**src/rtl/multistart_sequencer.sv**
```systemverilog
// rtl/multistart_sequencer.sv - sweeps a descent core over evenly spaced start points, keeping the lowest result
module multistart_sequencer #(
  parameter int MAX_STARTS     = 8,
  parameter int TIMEOUT_CYCLES = 64
) (
  input  logic                                  clk,
  input  logic                                  rst_n,
  input  logic                                  go,
  input  logic signed [31:0]                    x_first,
  input  logic signed [31:0]                    x_step,
  input  logic [$clog2(MAX_STARTS+1)-1:0]       num_starts,
  output logic                                  start_op,
  output logic signed [31:0]                    initial_x_out,
  input  logic                                  core_done,
  input  logic signed [31:0]                    core_x,
  input  logic signed [55:0]                    core_y,
  output logic signed [31:0]                    best_x,
  output logic signed [55:0]                    best_y,
  output logic [$clog2(MAX_STARTS)-1:0]         best_idx,
  output logic                                  busy,
  output logic                                  sweep_done,
  output logic                                  timeout_err
);

  localparam int CW = $clog2(MAX_STARTS + 1);
  localparam int IW = $clog2(MAX_STARTS);
  localparam int TW = $clog2(TIMEOUT_CYCLES + 1);

  typedef enum logic [2:0] {IDLE, LAUNCH, CAPTURE, RELEASE, DONE} state_t;

  state_t          state, state_nxt;
  logic [CW-1:0]   count_q;
  logic [CW-1:0]   run_idx_q;
  logic [TW-1:0]   tcnt_q;
  logic [CW-1:0]   num_clamped;
  logic            last_run;
  logic            launch_tmo;
  logic signed [32:0] x_sum;
  logic signed [31:0] x_next;

  always_comb begin
    num_clamped = num_starts;
    if (num_starts == '0)
      num_clamped = CW'(1);
    else if (num_starts > CW'(MAX_STARTS))
      num_clamped = CW'(MAX_STARTS);
  end

  // Next start point saturates instead of wrapping when the sweep runs off the Q24.8 range.
  always_comb begin
    x_sum  = {initial_x_out[31], initial_x_out} + {x_step[31], x_step};
    x_next = x_sum[31:0];
    if (x_sum[32] != x_sum[31])
      x_next = x_sum[32] ? 32'sh8000_0000 : 32'sh7FFF_FFFF;
  end

  assign last_run   = (CW'(run_idx_q + CW'(1)) == count_q);
  assign launch_tmo = (tcnt_q == TW'(TIMEOUT_CYCLES - 1));
  assign start_op   = (state == LAUNCH);

  always_comb begin
    state_nxt = state;
    case (state)
      IDLE:    if (go) state_nxt = LAUNCH;
      LAUNCH:  if (core_done) state_nxt = CAPTURE;
               else if (launch_tmo) state_nxt = DONE;
      CAPTURE: state_nxt = RELEASE;
      RELEASE: if (!core_done) state_nxt = last_run ? DONE : LAUNCH;
      DONE:    state_nxt = IDLE;
      default: state_nxt = IDLE;
    endcase
  end

  always_ff @(posedge clk or negedge rst_n) begin
    if (!rst_n)
      state <= IDLE;
    else
      state <= state_nxt;
  end

  always_ff @(posedge clk or negedge rst_n) begin
    if (!rst_n) begin
      count_q       <= '0;
      run_idx_q     <= '0;
      tcnt_q        <= '0;
      initial_x_out <= '0;
      best_x        <= '0;
      best_y        <= '0;
      best_idx      <= '0;
      busy          <= 1'b0;
      sweep_done    <= 1'b0;
      timeout_err   <= 1'b0;
    end else begin
      case (state)
        IDLE: if (go) begin
          initial_x_out <= x_first;
          count_q       <= num_clamped;
          run_idx_q     <= '0;
          tcnt_q        <= '0;
          best_x        <= '0;
          best_y        <= '0;
          best_idx      <= '0;
          timeout_err   <= 1'b0;
          sweep_done    <= 1'b0;
          busy          <= 1'b1;
        end
        LAUNCH: if (!core_done) begin
          if (launch_tmo) begin
            timeout_err <= 1'b1;
            sweep_done  <= 1'b1;
            busy        <= 1'b0;
          end else begin
            tcnt_q <= tcnt_q + TW'(1);
          end
        end
        // Strict compare keeps the earliest run on ties.
        CAPTURE: if (run_idx_q == '0 || core_y < best_y) begin
          best_x   <= core_x;
          best_y   <= core_y;
          best_idx <= run_idx_q[IW-1:0];
        end
        RELEASE: if (!core_done) begin
          if (last_run) begin
            sweep_done <= 1'b1;
            busy       <= 1'b0;
          end else begin
            run_idx_q     <= run_idx_q + CW'(1);
            initial_x_out <= x_next;
            tcnt_q        <= '0;
          end
        end
        default: ;
      endcase
    end
  end

endmodule

```
**config.mk**
```make
export PLATFORM = sky130hd
export DESIGN_NAME = multistart_sequencer
export DESIGN_NICKNAME = d
export VERILOG_FILES = /design/src/rtl/multistart_sequencer.sv
export SDC_FILE = /design/constraint.sdc
export NUM_CORES = 1
export LEC_CHECK = 0
export BUFFER_PORTS_ARGS = -buffer_cell sky130_fd_sc_hd__buf_4
export CAP_MARGIN = 40
export CORE_ASPECT_RATIO = 0.7
export CORE_MARGIN = 2
export CORE_UTILIZATION = 44
export DETAILED_ROUTE_END_ITERATION = 10
export GPL_ROUTABILITY_DRIVEN = 0
export GPL_TIMING_DRIVEN = 0
export HOLD_SLACK_MARGIN = 0.12
export PLACE_DENSITY = 0.8
export SYNTH_ARGS = -nofsm -noshare
export SYNTH_HDL_FRONTEND = slang
export SYNTH_SLANG_ARGS = --single-unit
```
**constraint.sdc**
```tcl
create_clock -name clk -period 2.6 [get_ports clk]
set_clock_uncertainty 0.1 [all_clocks]
set_input_delay 0.52 -clock clk [delete_from_list [all_inputs] [get_ports clk]]
set_output_delay 0.52 -clock clk [all_outputs]
set_load 0.01 [all_outputs]
```
==> results_dict.tcl <==
set metrics [dict create \
    rr_endpoint "initial_x_out[20]" \
    worst_setup_hold_path_clk_slew_ps 60 \
    clock-sinks 144 \
    synth_top_cells_by_area "sky130_fd_sc_hd__dfrtp_1 (39%), sky130_fd_sc_hd__ha_1 (12%), sky130_fd_sc_hd__a22o_1 (8.7%)" \
    worstSetupEndpointType "flip-flop" \
    design.final.nets 1591 \
    cts_made_buffers 17 \
    post_layout_nonfiller_instances 1630 \
    post-route-drc-count 0 \
    avgSynthCellArea_um2 9.55 \
    clock_insertion_delay_worst_skew_ps 430 \
    grt.met3_usage_pct 8.12 \
    final.period_utilization_pct 118 \
    first_global_vias 9175 \
    timing.setup.critical_path_class "flip-flop to flip-flop" \
    total_switching_power_w 0.00826 \
    avgRoutedWirePerCell_um 20.0 \
    worst-endpoint-arrival_ps 3270 \
    p_total_w 0.0189 \
    layout-drive-gt1-share_pct 42.6 \
    ff2ff_setup_slack_ps -470 \
    async_flop_share_pct 100 \
    worst_slack_ps -474 \
    highest_clock_rate_mhz 325 \
    path_max_fanout 7 \
    detailroute.via_count 9440 \
    layout_min_cycle_time_ps 3070 \
    gr-usage-met1_pct 36.1 \
    dpl.hpwl_um 21500 \
    grt_first_pass_wirelength_um 47800 \
    violations "setup timing" \
    synth_fp_nets 1211 \
    placementRows 44 \
    drt_first_pass_iters 11 \
    grt_antenna_before_repair 1 \
    io_buffer_count 286 \
    first_iteration_detailed_routing_drc_count 890 \
    hold_path_class "primary input to flip-flop" \
    drt-total-wl_um 32600 \
    globalRouteOverflowTotal 0 \
    synthCells 960 \
    die_area_um2 22000 \
    die_width_um 177 \
    synthToLayoutAreaGrowth_pct 53.2 \
    grt_max_degree 80 \
    cts_max_path_buffers 2 \
    synth.yosys.seq_area_share_pct 39.3 \
    syn-cell-area_um2 9170 \
    die_h_um 125 \
    post-synth-top-area-cell "sky130_fd_sc_hd__dfrtp_1" \
    tightestPinTransition_ps 785 \
    critPathRequiredTime_ps 2800 \
    tritoncts_clock_tree "built" \
    clkPwrFrac_pct 13.6 \
    root_buffer "sky130_fd_sc_hd__clkbuf_16" \
    num_io_pins 287 \
    initial_core_util_pct 44.5 \
    final.hold.worst_slack_ps 208 \
    rr_worst_depth 15 \
    worst_r2r_startpoint "initial_x_out[19]" \
    drv.max_cap_violation_count 0 \
    hold_path_end "count_q[0]" \
    design.core.area_um2 20600 \
    hold_depth 2 \
    ys.flop_type "sky130_fd_sc_hd__dfrtp_1" \
    timing.final.max_slew_violations 0 \
    combinationalPowerShare_pct 65.3 \
    grt_setup_unrepaired "yes" \
    grtUsageTotal_pct 27.5 \
    power.leakage_nw 6.74 \
    timing_hold_violations_final 0 \
    yosysWarnings 0 \
    portion_of_synthesized_cell_area_occupied_by_the_leading_cell_type_pct 39.3 \
    synth_cell_types 68 \
    cts_htree_levels 4 \
    synth_seq_cells 144 \
    powerDensity_nw_per_um2 1340 \
    placedCellCount 1524 \
    viasPerCell 5.79 \
    crit_path_start_kind "flip-flop" \
    pwr-share-seq_pct 21.0 \
    synth-edff-count 0 \
    holdCritStartpoint "num_starts[3]" \
    synth.top_cells.by_count "sky130_fd_sc_hd__dfrtp_1 (144), sky130_fd_sc_hd__a22o_1 (91), sky130_fd_sc_hd__ha_1 (90)" \
    ir_worst_vdd_mv 0.604 \
    global_route.usage.met2_pct 43.5 \
    setup_viol 123 \
    grt_busiest_layer "met2" \
    power_report.internal_total_w 0.0106 \
    p_sw_share_pct 43.7 \
    yosys.cell_count.top_type "sky130_fd_sc_hd__dfrtp_1" \
    timing.max_slew.rel_slack_pct 47.7 \
    outcome "complete, but fails checks" \
    route.antenna.remaining_nets 0 \
]
-- kinds of logic (layout without fill, tap and decap cells) --
group / count (synthesis) / count (layout) / synth area share, %
adder cells (fa/ha/maj): 91 / 91 / 12.5
multiplexers: 5 / 5 / 0.696
other: 0 / 1 / 0
AND/OR/NAND/NOR: 220 / 220 / 11.9
XOR/XNOR: 38 / 38 / 3.63
AO/OA/AOI/OAI: 343 / 343 / 25.5
buffers and inverters: 119 / 512 / 6.44
flip-flops: 144 / 144 / 39.3
-- layout make-up --
cell class	instances	area, um2
diodes	1	2.50
plain buffers	44	444
clock buffers	18	439
clock inverters	14	168
fillers	1516	6540
inverters	71	269
multi-input cells	697	5870
flip-flops and latches	144	3610
well taps	276	345
repair buffers	365	2910
-- critical path, stage by stage (launching register included) --
cell	delay, ps
sky130_fd_sc_hd__dfrtp_1	430
sky130_fd_sc_hd__ha_1	310
sky130_fd_sc_hd__buf_6	130
sky130_fd_sc_hd__o21ai_0	90
sky130_fd_sc_hd__nor2_1	350
sky130_fd_sc_hd__nor2_1	100
sky130_fd_sc_hd__nand4b_1	140
sky130_fd_sc_hd__nand2_2	100
sky130_fd_sc_hd__o31ai_4	240
sky130_fd_sc_hd__buf_4	160
sky130_fd_sc_hd__or2_4	130
sky130_fd_sc_hd__o211ai_4	90
sky130_fd_sc_hd__buf_12	170
sky130_fd_sc_hd__buf_8	130
sky130_fd_sc_hd__a311oi_2	200
sky130_fd_sc_hd__o21ai_1	80
-- power by group through the flow --
stage	combinational, W	clock, W	sequential (W)
after floorplan	0.00583	0	0.00414
after global placement	0.00898	0	0.00392
after detailed placement	0.00924	0	0.00393
after CTS	0.0107	0.00259	0.00393
after global routing	0.0132	0.00271	0.00407
final	0.0123	0.00258	0.00397
-- flip-flops by register name, summed over array words and instances, names as in the netlist --
signal,cells
count_q,4
sweep_done,1
best_x,32
busy,1
run_idx_q,4
tcnt_q,7
initial_x_out,32
best_idx,3
best_y,56
timeout_err,1
state,3
-- layout by cell type (no fill, tap or decap), types with 7 or more instances in the layout --
master and n:
sky130_fd_sc_hd__buf_4 344, sky130_fd_sc_hd__dfrtp_1 142, sky130_fd_sc_hd__a22o_1 91, sky130_fd_sc_hd__nand2_1 69, sky130_fd_sc_hd__inv_1 67, sky130_fd_sc_hd__ha_1 60, sky130_fd_sc_hd__o21ai_0 48, sky130_fd_sc_hd__a21oi_1 43
sky130_fd_sc_hd__a21o_1 39, sky130_fd_sc_hd__nor2_1 39, sky130_fd_sc_hd__a21oi_2 35, sky130_fd_sc_hd__ha_4 29, sky130_fd_sc_hd__buf_6 28, sky130_fd_sc_hd__o21ai_1 24, sky130_fd_sc_hd__xnor2_1 22, sky130_fd_sc_hd__nand4_1 20
sky130_fd_sc_hd__clkbuf_16 20, sky130_fd_sc_hd__xor2_1 14, sky130_fd_sc_hd__buf_8 12, sky130_fd_sc_hd__or3_1 11, sky130_fd_sc_hd__nand3_1 10, sky130_fd_sc_hd__clkbuf_1 8, sky130_fd_sc_hd__o21ai_2 8, sky130_fd_sc_hd__nand2_2 7
-- per-stage QoR --
stage	util, %	TNS, ps	worst slack, ps	area [um2]
floorplan	-	-9140	-241	9460
CTS	65.1	-36080	-340	13400
detailed placement	58.2	-85520	-754	12000
global route	68.2	-65470	-598	14100
finish	68.2	-43180	-474	14100
global placement	58.1	-83060	-721	12000
-- what timing repair did --
| item | 4_1_cts | 5_1_grt |
|---|---|---|
| pin swaps | 57 | 40 |
| setup endpoints to repair | 129 | 131 |
| endpoints found under the hold margin | 78 | 0 |
| gates resized for setup | 116 | 74 |
| hold buffers | 1 | 0 |
| setup buffers | 41 | 28 |
| cloned | 5 | 3 |
-- how the worst max path moves through the flow --
stage	cells past startpoint	end	startpoint
3_3_place_gp	12	initial_x_out[17]	x_step[10]
6_report	15	initial_x_out[20]	initial_x_out[19]
4_1_cts	15	initial_x_out[30]	initial_x_out[0]
5_1_grt	12	best_x[22]	best_y[50]
3_5_place_dp	12	initial_x_out[2]	x_step[10]
2_1_floorplan	14	initial_x_out[20]	x_step[0]
-- per-layer routing --
metal	routed length (um)	part of all wire (%)
met5	0	0
met4	1370	4.2
met3	3170	9.7
met2	14900	46
met1	13200	40
Note: power is estimated with default switching activity, not from simulation.
